===== src/rtl/instr_sequencer_if.sv =====
// Bundle of the sequencer's run control, fetch, decode and execute signals.
// master: the sequencer drives requests and status and receives acks, data and done.
// slave:  the environment (memory, decoder, datapath, host) side of the same signals.
//
// Signals:
//   SEQ_start          host run request
//   fetch_req/_addr    instruction-memory read request and address
//   fetch_ack/_data    memory response valid and instruction word
//   dec_instruction    latched instruction register, dec_valid marks the DECODE cycle
//   exec_start         one-cycle dispatch pulse; exec_opcode/p1/p2 are the IR fields
//   exec_done          datapath completion
//   pc, busy, halted, error, err_code   status
interface instr_sequencer_if;
  logic        SEQ_start;
  logic        fetch_req;
  logic [5:0]  fetch_addr;
  logic        fetch_ack;
  logic [15:0] fetch_data;
  logic [15:0] dec_instruction;
  logic        dec_valid;
  logic        exec_start;
  logic [3:0]  exec_opcode;
  logic [5:0]  exec_p1;
  logic [5:0]  exec_p2;
  logic        exec_done;
  logic [5:0]  pc;
  logic        busy;
  logic        halted;
  logic        error;
  logic [1:0]  err_code;

  modport master (
    input  SEQ_start,
    input  fetch_ack,
    input  fetch_data,
    input  exec_done,
    output fetch_req,
    output fetch_addr,
    output dec_instruction,
    output dec_valid,
    output exec_start,
    output exec_opcode,
    output exec_p1,
    output exec_p2,
    output pc,
    output busy,
    output halted,
    output error,
    output err_code
  );

  modport slave (
    output SEQ_start,
    output fetch_ack,
    output fetch_data,
    output exec_done,
    input  fetch_req,
    input  fetch_addr,
    input  dec_instruction,
    input  dec_valid,
    input  exec_start,
    input  exec_opcode,
    input  exec_p1,
    input  exec_p2,
    input  pc,
    input  busy,
    input  halted,
    input  error,
    input  err_code
  );
endinterface


===== src/rtl/instr_sequencer.sv =====
// Instruction sequencer: fetch -> decode -> execute -> wait-for-done loop with jump, halt and faults.
// Latency: fetch_ack in N -> dec_valid in N+1 -> exec_start in N+2; exec_done in M -> fetch_req in M+1.
// Backpressure: holds FETCH until fetch_ack (faults after ACK_TIMEOUT cycles), holds WAIT until exec_done.
//
// Ports:
//   SEQ_clock  sole clock, rising edge
//   SEQ_reset  asynchronous active-low reset; clears state, pc, IR, counter and all outputs
//   bus        instr_sequencer_if.master (see interface file for the signal list)
module instr_sequencer #(
  parameter int ACK_TIMEOUT = 8
) (
  input  logic                 SEQ_clock,
  input  logic                 SEQ_reset,
  instr_sequencer_if.master    bus
);

  // Counter must hold 0..ACK_TIMEOUT-1.
  localparam int CNT_W = (ACK_TIMEOUT > 1) ? $clog2(ACK_TIMEOUT) : 1;

  localparam logic [3:0] OP_LAST_ALU = 4'd10;
  localparam logic [3:0] OP_JMP      = 4'd11;
  localparam logic [3:0] OP_HALT     = 4'd12;

  localparam logic [1:0] ERR_NONE    = 2'b00;
  localparam logic [1:0] ERR_TIMEOUT = 2'b01;
  localparam logic [1:0] ERR_ILLEGAL = 2'b10;

  typedef enum logic [2:0] {
    S_IDLE,
    S_FETCH,
    S_DECODE,
    S_EXECUTE,
    S_WAIT,
    S_HALTED,
    S_ERROR
  } state_t;

  state_t             state_q, state_d;
  logic [5:0]         pc_q, pc_d;
  logic [15:0]        ir_q, ir_d;
  logic [CNT_W-1:0]   cnt_q, cnt_d;
  logic [1:0]         err_q, err_d;

  // Registered Moore outputs, loaded from the next-state decode.
  logic               fetch_req_q;
  logic               dec_valid_q;
  logic               exec_start_q;
  logic               busy_q;
  logic               halted_q;
  logic               error_q;

  logic [3:0]         ir_op;
  logic [5:0]         ir_p1;

  assign ir_op = ir_q[15:12];
  assign ir_p1 = ir_q[11:6];

  // Next-state logic. The timeout counter defaults to zero so it is
  // cleared on every entry into FETCH, whatever the source state.
  always_comb begin
    state_d = state_q;
    pc_d    = pc_q;
    ir_d    = ir_q;
    cnt_d   = '0;
    err_d   = err_q;

    case (state_q)
      S_IDLE: begin
        if (bus.SEQ_start) begin
          pc_d    = 6'd0;
          state_d = S_FETCH;
        end
      end

      S_FETCH: begin
        if (bus.fetch_ack) begin
          ir_d    = bus.fetch_data;
          state_d = S_DECODE;
        end else if (cnt_q == CNT_W'(ACK_TIMEOUT - 1)) begin
          // This was the last allowed FETCH cycle without an ack.
          state_d = S_ERROR;
          err_d   = ERR_TIMEOUT;
        end else begin
          cnt_d = cnt_q + CNT_W'(1);
        end
      end

      S_DECODE: begin
        state_d = S_EXECUTE;
      end

      S_EXECUTE: begin
        if (ir_op <= OP_LAST_ALU) begin
          state_d = S_WAIT;
        end else if (ir_op == OP_JMP) begin
          pc_d    = ir_p1;
          state_d = S_FETCH;
        end else if (ir_op == OP_HALT) begin
          state_d = S_HALTED;
        end else begin
          state_d = S_ERROR;
          err_d   = ERR_ILLEGAL;
        end
      end

      S_WAIT: begin
        if (bus.exec_done) begin
          pc_d    = pc_q + 6'd1;  // 6-bit add wraps 63 -> 0
          state_d = S_FETCH;
        end
      end

      S_HALTED: begin
        if (bus.SEQ_start) begin
          pc_d    = 6'd0;
          state_d = S_FETCH;
        end
      end

      S_ERROR: begin
        state_d = S_ERROR;  // sticky until reset
      end

      default: begin
        state_d = S_IDLE;
      end
    endcase
  end

  always_ff @(posedge SEQ_clock or negedge SEQ_reset) begin
    if (!SEQ_reset) begin
      state_q      <= S_IDLE;
      pc_q         <= 6'd0;
      ir_q         <= 16'd0;
      cnt_q        <= '0;
      err_q        <= ERR_NONE;
      fetch_req_q  <= 1'b0;
      dec_valid_q  <= 1'b0;
      exec_start_q <= 1'b0;
      busy_q       <= 1'b0;
      halted_q     <= 1'b0;
      error_q      <= 1'b0;
    end else begin
      state_q      <= state_d;
      pc_q         <= pc_d;
      ir_q         <= ir_d;
      cnt_q        <= cnt_d;
      err_q        <= err_d;
      fetch_req_q  <= (state_d == S_FETCH);
      dec_valid_q  <= (state_d == S_DECODE);
      // IR is stable from DECODE onward, so ir_d already holds the word to dispatch.
      exec_start_q <= (state_d == S_EXECUTE) && (ir_d[15:12] <= OP_LAST_ALU);
      busy_q       <= (state_d == S_FETCH) || (state_d == S_DECODE) ||
                      (state_d == S_EXECUTE) || (state_d == S_WAIT);
      halted_q     <= (state_d == S_HALTED);
      error_q      <= (state_d == S_ERROR);
    end
  end

  assign bus.fetch_req       = fetch_req_q;
  assign bus.fetch_addr      = pc_q;
  assign bus.dec_instruction = ir_q;
  assign bus.dec_valid       = dec_valid_q;
  assign bus.exec_start      = exec_start_q;
  assign bus.exec_opcode     = ir_q[15:12];
  assign bus.exec_p1         = ir_q[11:6];
  assign bus.exec_p2         = ir_q[5:0];
  assign bus.pc              = pc_q;
  assign bus.busy            = busy_q;
  assign bus.halted          = halted_q;
  assign bus.error           = error_q;
  assign bus.err_code        = err_q;

endmodule


===== src/flat_wrapper.sv =====
// flat-port wrapper written by rule: the top's interface ports become plain ports
module instr_sequencer_flat 
#(
  parameter int ACK_TIMEOUT = 8
)
  (SEQ_clock, SEQ_reset, bus_SEQ_start, bus_fetch_ack, bus_fetch_data, bus_exec_done, bus_fetch_req, bus_fetch_addr, bus_dec_instruction, bus_dec_valid, bus_exec_start, bus_exec_opcode, bus_exec_p1, bus_exec_p2, bus_pc, bus_busy, bus_halted, bus_error, bus_err_code);
  instr_sequencer_if bus_i ();
  input  logic SEQ_clock;
  input  logic SEQ_reset;
  input wire logic [$bits(bus_i.SEQ_start)-1:0] bus_SEQ_start;
  input wire logic [$bits(bus_i.fetch_ack)-1:0] bus_fetch_ack;
  input wire logic [$bits(bus_i.fetch_data)-1:0] bus_fetch_data;
  input wire logic [$bits(bus_i.exec_done)-1:0] bus_exec_done;
  output wire logic [$bits(bus_i.fetch_req)-1:0] bus_fetch_req;
  output wire logic [$bits(bus_i.fetch_addr)-1:0] bus_fetch_addr;
  output wire logic [$bits(bus_i.dec_instruction)-1:0] bus_dec_instruction;
  output wire logic [$bits(bus_i.dec_valid)-1:0] bus_dec_valid;
  output wire logic [$bits(bus_i.exec_start)-1:0] bus_exec_start;
  output wire logic [$bits(bus_i.exec_opcode)-1:0] bus_exec_opcode;
  output wire logic [$bits(bus_i.exec_p1)-1:0] bus_exec_p1;
  output wire logic [$bits(bus_i.exec_p2)-1:0] bus_exec_p2;
  output wire logic [$bits(bus_i.pc)-1:0] bus_pc;
  output wire logic [$bits(bus_i.busy)-1:0] bus_busy;
  output wire logic [$bits(bus_i.halted)-1:0] bus_halted;
  output wire logic [$bits(bus_i.error)-1:0] bus_error;
  output wire logic [$bits(bus_i.err_code)-1:0] bus_err_code;
  assign bus_i.SEQ_start = bus_SEQ_start;
  assign bus_i.fetch_ack = bus_fetch_ack;
  assign bus_i.fetch_data = bus_fetch_data;
  assign bus_i.exec_done = bus_exec_done;
  assign bus_fetch_req = bus_i.fetch_req;
  assign bus_fetch_addr = bus_i.fetch_addr;
  assign bus_dec_instruction = bus_i.dec_instruction;
  assign bus_dec_valid = bus_i.dec_valid;
  assign bus_exec_start = bus_i.exec_start;
  assign bus_exec_opcode = bus_i.exec_opcode;
  assign bus_exec_p1 = bus_i.exec_p1;
  assign bus_exec_p2 = bus_i.exec_p2;
  assign bus_pc = bus_i.pc;
  assign bus_busy = bus_i.busy;
  assign bus_halted = bus_i.halted;
  assign bus_error = bus_i.error;
  assign bus_err_code = bus_i.err_code;
  instr_sequencer #(.ACK_TIMEOUT(ACK_TIMEOUT)) u_core (.SEQ_clock(SEQ_clock), .SEQ_reset(SEQ_reset), .bus(bus_i));
endmodule

===== config.mk =====
export PLATFORM = sky130hd
export DESIGN_NAME = instr_sequencer_flat
export DESIGN_NICKNAME = d
export VERILOG_FILES = /design/src/rtl/instr_sequencer_if.sv /design/src/rtl/instr_sequencer.sv /design/src/flat_wrapper.sv
export SDC_FILE = /design/constraint.sdc
export NUM_CORES = 1
export LEC_CHECK = 0
export CELL_PAD_IN_SITES_DETAIL_PLACEMENT = 1
export CELL_PAD_IN_SITES_GLOBAL_PLACEMENT = 1
export CORE_ASPECT_RATIO = 1.1
export CORE_MARGIN = 10
export CORE_UTILIZATION = 47
export DETAILED_ROUTE_END_ITERATION = 10
export DONT_BUFFER_PORTS = 1
export GPL_ROUTABILITY_DRIVEN = 0
export GPL_TIMING_DRIVEN = 0
export PLACE_DENSITY = 0.8
export SYNTH_ARGS = -nofsm -noshare
export SYNTH_HDL_FRONTEND = slang
export SYNTH_SLANG_ARGS = --single-unit

===== constraint.sdc =====
create_clock -name SEQ_clock -period 2.5 [get_ports SEQ_clock]
set_clock_uncertainty 0.2 [all_clocks]
set_input_delay 0.375 -clock SEQ_clock [delete_from_list [all_inputs] [get_ports SEQ_clock]]
set_output_delay 0.375 -clock SEQ_clock [all_outputs]
set_load 0.02 [all_outputs]

==> results.txt, run 1 <==
sequential area share after synthesis: 47.7%
Num CTS Buffers: 5
Lkg Pwr: 0.00103 uW
post-CTS resize count: 0
post-CTS setup buffer count: 0
hold crit path type: input pin to flop
Final Slew Violations: 0
I/O Buffers: 0
EDFF count, synth: 0
Max VDD drop: 0.329 mV
Die ar.: 0.00696 sq mm
Max Clk Rate: 469 MHz
arrival time at the worst endpoint: 2.13 ns
worst hold margin: 0.0190 ns
First-pass DRT Iterations: 4
total of max-cap violations: 0
status: finished clean
CTS Root Cell: clkbuf_8
initial antenna violation count: 0
# diodes: 0
Top FF cell, synth: dfrtp_1
relative slew slack: 54.8%
post-route ant nets: 0
R2R setup slack: 0.37 ns
Avg Inst Size Synth: 11.8 sq um
Distinct cells, synth: 47
CTS tree: done
mapped cell area: 0.00189 sq mm
Clock Sinks: 36
htree depth: 2
Reg clk slew, reported paths: 0.07 ns
I/O Pins: 73
final hold vios: 0
synth-to-layout area growth: 10.7%
row count: 24
vias per cell: 5.56
syn nets: 184
post-synthesis register bit count: 36
Max Root-Sink Buffers: 2
fin crit period: 2.13 ns
global-route wire length before repair: 7.35 mm
Seq. cell area: 901 sq um
setup violators final: 0
Worst-Skew Late Latency: 0.28 ns
startpoint types: flop
YS warnings: 0
total grt overflow: 0
measured slew at the worst slew-check pin: 0.673 ns
area of the multi-input gates: 772 sq um
final routed DRC violation total: 0
Mapped Cells: 160
Pwr Density: 524 mW/mm^2
asr flop ratio synth: 100%
fraction of layout cells with a size suffix above 1: 32.9%
Data required, critical path: 2.49 ns
final net count: 193
Placeable Area: 0.00393 sq mm
Setup TNS Final: 0 ns
Detail Placement HPWL: 3.64 mm
vias in the first global route: 1,421
crit-path max FO: 5
WL/cell: 21.1 um
# fillers: 407
die extent in x: 80.5 um
initial drt markers: 26
Total GRT Usage: 13.4%
Crit. End Element: flop
Routed WL: 4.69 mm
unrepaired setup endpoints after global routing: no
Initial Utilization: 48.0%
largest net degree at the start of global routing: 37
DR vias: 1,235
Setup CP Type: flop to flop
die height: 86.5 um
final critical-path share of the clock period: 85.3%
-- logic make-up after synthesis --
| group | after synthesis | share of synthesized area [%] |
|---|---|---|
| muxes | 20 | 12.3 |
| adders and majority gates | 3 | 1.99 |
| DFF | 36 | 47.7 |
| and+or+nand+nor | 45 | 14.7 |
| xor gates and xnor gates | 1 | 0.464 |
| buffers and inverters | 31 | 11.5 |
| AOI/OAI and AO/OA | 24 | 11.5 |
-- timing repair --
action,in CTS,in global routing
hold endpoints to repair,36,0
endpoints found under the setup margin,0,0
hold buffers,2,0
-- area by class of cell --
cell class	count	area share [%]
Buffer	28	9.81
Clock buffer	6	3.47
Clock inverter	2	1.67
Inverter	3	0.538
Multi-Input combinational cell	93	36.9
Sequential cell	36	43.1
Tap cell	52	3.11
Timing Repair Buffer	2	1.44
-- cell usage after synthesis, types with 2 or more instances --
cell type,instances,area [sq um]
nor3b_1,2,15.0
nand2_1,9,33.8
mux2_1,9,101
mux2_2,8,90.1
a21oi_1,4,20.0
a21o_1,3,22.5
ha_1,3,37.5
nand3_1,4,20.0
nor3_1,4,20.0
inv_1,2,7.51
o221ai_1,3,26.3
nand2b_1,3,18.8
nor2_1,6,22.5
mux2_4,2,30.0
dfrtp_1,36,901
buf_4,26,195
o211ai_1,2,15.0
buf_2,2,10.0
or3b_1,2,17.5
and2_1,3,18.8
-- sequential cells by signal, summed over array words and instances, names as in the netlist, 2 cells and up --
register and count:
u_core.bus.dec_instruction 16, u_core.bus.err_code 2, u_core.bus.fetch_addr 6, u_core.cnt_q 3, u_core.state_q 3
-- through the flow --
stage / worst slack (ns) / area, sq um / power, uW / std cells / util [%]
2_1_floorplan: 0.603 / 1890 / 596 / 160 / -
3_3_place_gp: 0.485 / 1950 / 597 / 212 / 49.7
3_5_place_dp: 0.373 / 1950 / 597 / 212 / 49.7
4_1_cts: 0.341 / 2090 / 1120 / 222 / 53.2
5_1_grt: 0.267 / 2090 / 1140 / 222 / 53.2
6_report: 0.368 / 2090 / 1100 / 222 / 53.2
-- final timing paths --
| kind | from | to | depth (start not counted) |
|---|---|---|---|
| setup / recovery | u_core.cnt_q[0] | u_core.bus.fetch_req | 6 |
| hold / removal | bus_fetch_data[10] | u_core.bus.dec_instruction[10] | 1 |
| setup reg to reg | u_core.cnt_q[0] | u_core.bus.fetch_req | 6 |
| hold reg to reg | u_core.cnt_q[0] | u_core.cnt_q[0] | 1 |
| max in group asynchronous | SEQ_reset | u_core.state_q[2] | 2 |
| min in group asynchronous | SEQ_reset | u_core.bus.dec_instruction[3] | 2 |
-- metal layers --
metal  track usage, %  share of wire (%)
met5                0                  0
met4             4.17               0.73
met3             6.63                 10
met2             23.2                 53
met1             13.7                 36
-- critical path, stage by stage, from the launching register on --
cell and delay, ns:
dfrtp_1 0.39, ha_1 0.20, ha_1 0.25, or3b_1 0.40
a32oi_2 0.25, nand2_1 0.15, nor3_1 0.21
-- report_power, final --
| part | total [uW] | internal [uW] | switching [uW] |
|---|---|---|---|
| clock | 495 | 296 | 199 |
| combinational | 19.1 | 5.93 | 13.2 |
| sequential | 582 | 582 | 0 |
-- layout by cell type (no fill, tap or decap), types with 2 or more instances in the layout --
| cell | n |
|---|---|
| nand3_1 | 4 |
| nor3b_1 | 2 |
| clkbuf_8 | 5 |
| ha_1 | 3 |
| mux2_4 | 2 |
| nor2_1 | 6 |
| a21o_1 | 3 |
| inv_1 | 2 |
| nand2_1 | 9 |
| a21oi_1 | 4 |
| or3b_1 | 2 |
| o221ai_1 | 3 |
| and2_1 | 3 |
| buf_2 | 2 |
| dfrtp_1 | 36 |
| mux2_2 | 8 |
| buf_4 | 26 |
| mux2_1 | 9 |
| nand2b_1 | 3 |
| nor3_1 | 4 |
| o211ai_1 | 2 |
Power figures use the tool's default switching activity.
==> run 2: changes to the inputs <==
--- a/config.mk
+++ b/config.mk
@@ -9,12 +9,12 @@
 export CELL_PAD_IN_SITES_GLOBAL_PLACEMENT = 1
 export CORE_ASPECT_RATIO = 1.1
 export CORE_MARGIN = 10
-export CORE_UTILIZATION = 47
+export CORE_UTILIZATION = 35
 export DETAILED_ROUTE_END_ITERATION = 10
 export DONT_BUFFER_PORTS = 1
 export GPL_ROUTABILITY_DRIVEN = 0
 export GPL_TIMING_DRIVEN = 0
-export PLACE_DENSITY = 0.8
+export PLACE_DENSITY = 0.63
 export SYNTH_ARGS = -nofsm -noshare
 export SYNTH_HDL_FRONTEND = slang
 export SYNTH_SLANG_ARGS = --single-unit
==> run 2 against run 1 <==
  * Critical path depth did not move
  * Non-clock buffer count is the same
  * Total power fell by 6.5%
  * Core utilization decreased by 14 points
  * Fmax grew 3.8%
  * Clock power is 15% lower
  * Cell area is 0.54% higher
==> results.txt, run 2 (synthesis gave the netlist of run 1 again) <==
initial drt markers: 29
arrival time at the worst endpoint: 2.05 ns
measured slew at the worst slew-check pin: 0.657 ns
CTS tree: done
Max VDD drop: 0.253 mV
total grt overflow: 0
startpoint types: flop
total of max-cap violations: 0
final critical-path share of the clock period: 82.2%
synth-to-layout area growth: 11.3%
relative slew slack: 55.9%
unrepaired setup endpoints after global routing: no
global-route wire length before repair: 8.02 mm
largest net degree at the start of global routing: 37
final net count: 193
delay-heaviest family, CP: simple AND/OR/NAND/NOR gates
I/O Pins: 73
initial antenna violation count: 0
Hold EP: u_core.bus.dec_instruction[8]
Final Core Density: 39.5%
Total GRT Usage: 11.4%
Setup CP Type: flop to flop
Reg clk slew, reported paths: 0.07 ns
Num CTS Buffers: 5
Initial Utilization: 35.5%
Placed Area: 0.00198 sq mm
Worst-Skew Late Latency: 0.28 ns
Max Root-Sink Buffers: 2
post-CTS setup buffer count: 0
Final Slew Violations: 0
vias in the first global route: 1,435
CTS Root Cell: clkbuf_8
worst-path cell chain: ha_1, ha_1, or3b_1, a32oi_2, nand2_1, nor3_1
DR vias: 1,236
First-pass DRT Iterations: 4
Placeable Area: 0.00533 sq mm
Crit-path slowest cell: dfrtp_1
Pwr Density: 487 mW/mm^2
Routed WL: 4.93 mm
crit-path max FO: 5
post-CTS resize count: 0
Hold Crit Start: bus_fetch_data[8]
Hold Crit Depth: 1
Crit. End Element: flop
hold crit path type: input pin to flop
worst hold margin: 0.0173 ns
max FFs per register: 16
row count: 28
commonest non-fill, non-tap cell in the layout: dfrtp_1
final routed DRC violation total: 0
Worst path max stage delay: 0.38 ns
WL/cell: 20.1 um
Detail Placement HPWL: 3.70 mm
Max Clk Rate: 487 MHz
start of the worst register-to-register path: u_core.cnt_q[0]
final hold vios: 0
Die ar.: 0.00874 sq mm
R2R Path End: u_core.bus.fetch_req
R2R depth: 6
Lkg Pwr: 0.00102 uW
crit-path most repeated cell: ha_1
post-route ant nets: 0
Clock Sinks: 36
Data required, critical path: 2.50 ns
vias per cell: 5.04
setup violators final: 0
htree depth: 2
Cells after DPL: 235
Setup TNS Final: 0 ns
post-route insts no fill: 245
WP buf/inv: 0
die height: 97.1 um
fraction of layout cells with a size suffix above 1: 32.4%
fin crit period: 2.05 ns
die extent in x: 90.1 um
R2R setup slack: 0.45 ns
status: finished clean
I/O Buffers: 0
fin area: 0.00210 sq mm
# diodes: 0
most frequent cells in the layout: dfrtp_1, buf_4, nand2_1, mux2_1, mux2_2
[run 2: changes by cell type in the layout (fill, tap and decap cells not counted), sizes merged]
cell	change
clkinv	-1
bufinv	-1
clkbuf	+2
[run 2: area by class of cell]
class	count	area, sq um
plain buffers	28	205
repair buffers	2	30.0
fillers	593	3220
flip-flops and latches	36	901
multi-input cells	93	772
well taps	75	93.8
inverters	3	11.3
clock buffers	8	90.1
[run 2: worst max path at each step]
stage                                from                   end  slack, ns  cells after the start
after floorplan           u_core.cnt_q[0]  u_core.bus.fetch_req       0.60                      6
after global placement    u_core.cnt_q[0]  u_core.bus.fetch_req       0.48                      6
after detailed placement  u_core.cnt_q[0]  u_core.bus.fetch_req       0.43                      6
after CTS                 u_core.cnt_q[0]  u_core.bus.fetch_req       0.41                      6
after global routing      u_core.cnt_q[0]       u_core.bus.busy       0.33                      6
final                     u_core.cnt_q[0]  u_core.bus.fetch_req       0.45                      6
[run 2: timing repair]
action,4_1_cts,5_1_grt
hold buffers,2,0
endpoints found under the hold margin,36,0
endpoints found under the setup margin,0,0
[run 2: metrics by stage]
step / worst slack, ns / power [uW]
2_1_floorplan: 0.603 / 596
3_3_place_gp: 0.479 / 597
3_5_place_dp: 0.430 / 597
4_1_cts: 0.415 / 1050
5_1_grt: 0.327 / 1080
6_report: 0.446 / 1030
[run 2: power breakdown]
part           internal [uW]  switching (uW)
sequential               582               0
combinational           5.95            13.9
clock                    225             199
[run 2: routing by layer]
metal,track usage (%),wire length (um),vias up
met1,12.0,1920,618
li1,-,-,570
met4,3.31,55,0
met3,5.87,405,6
met5,0,0,-
met2,19.6,2550,42
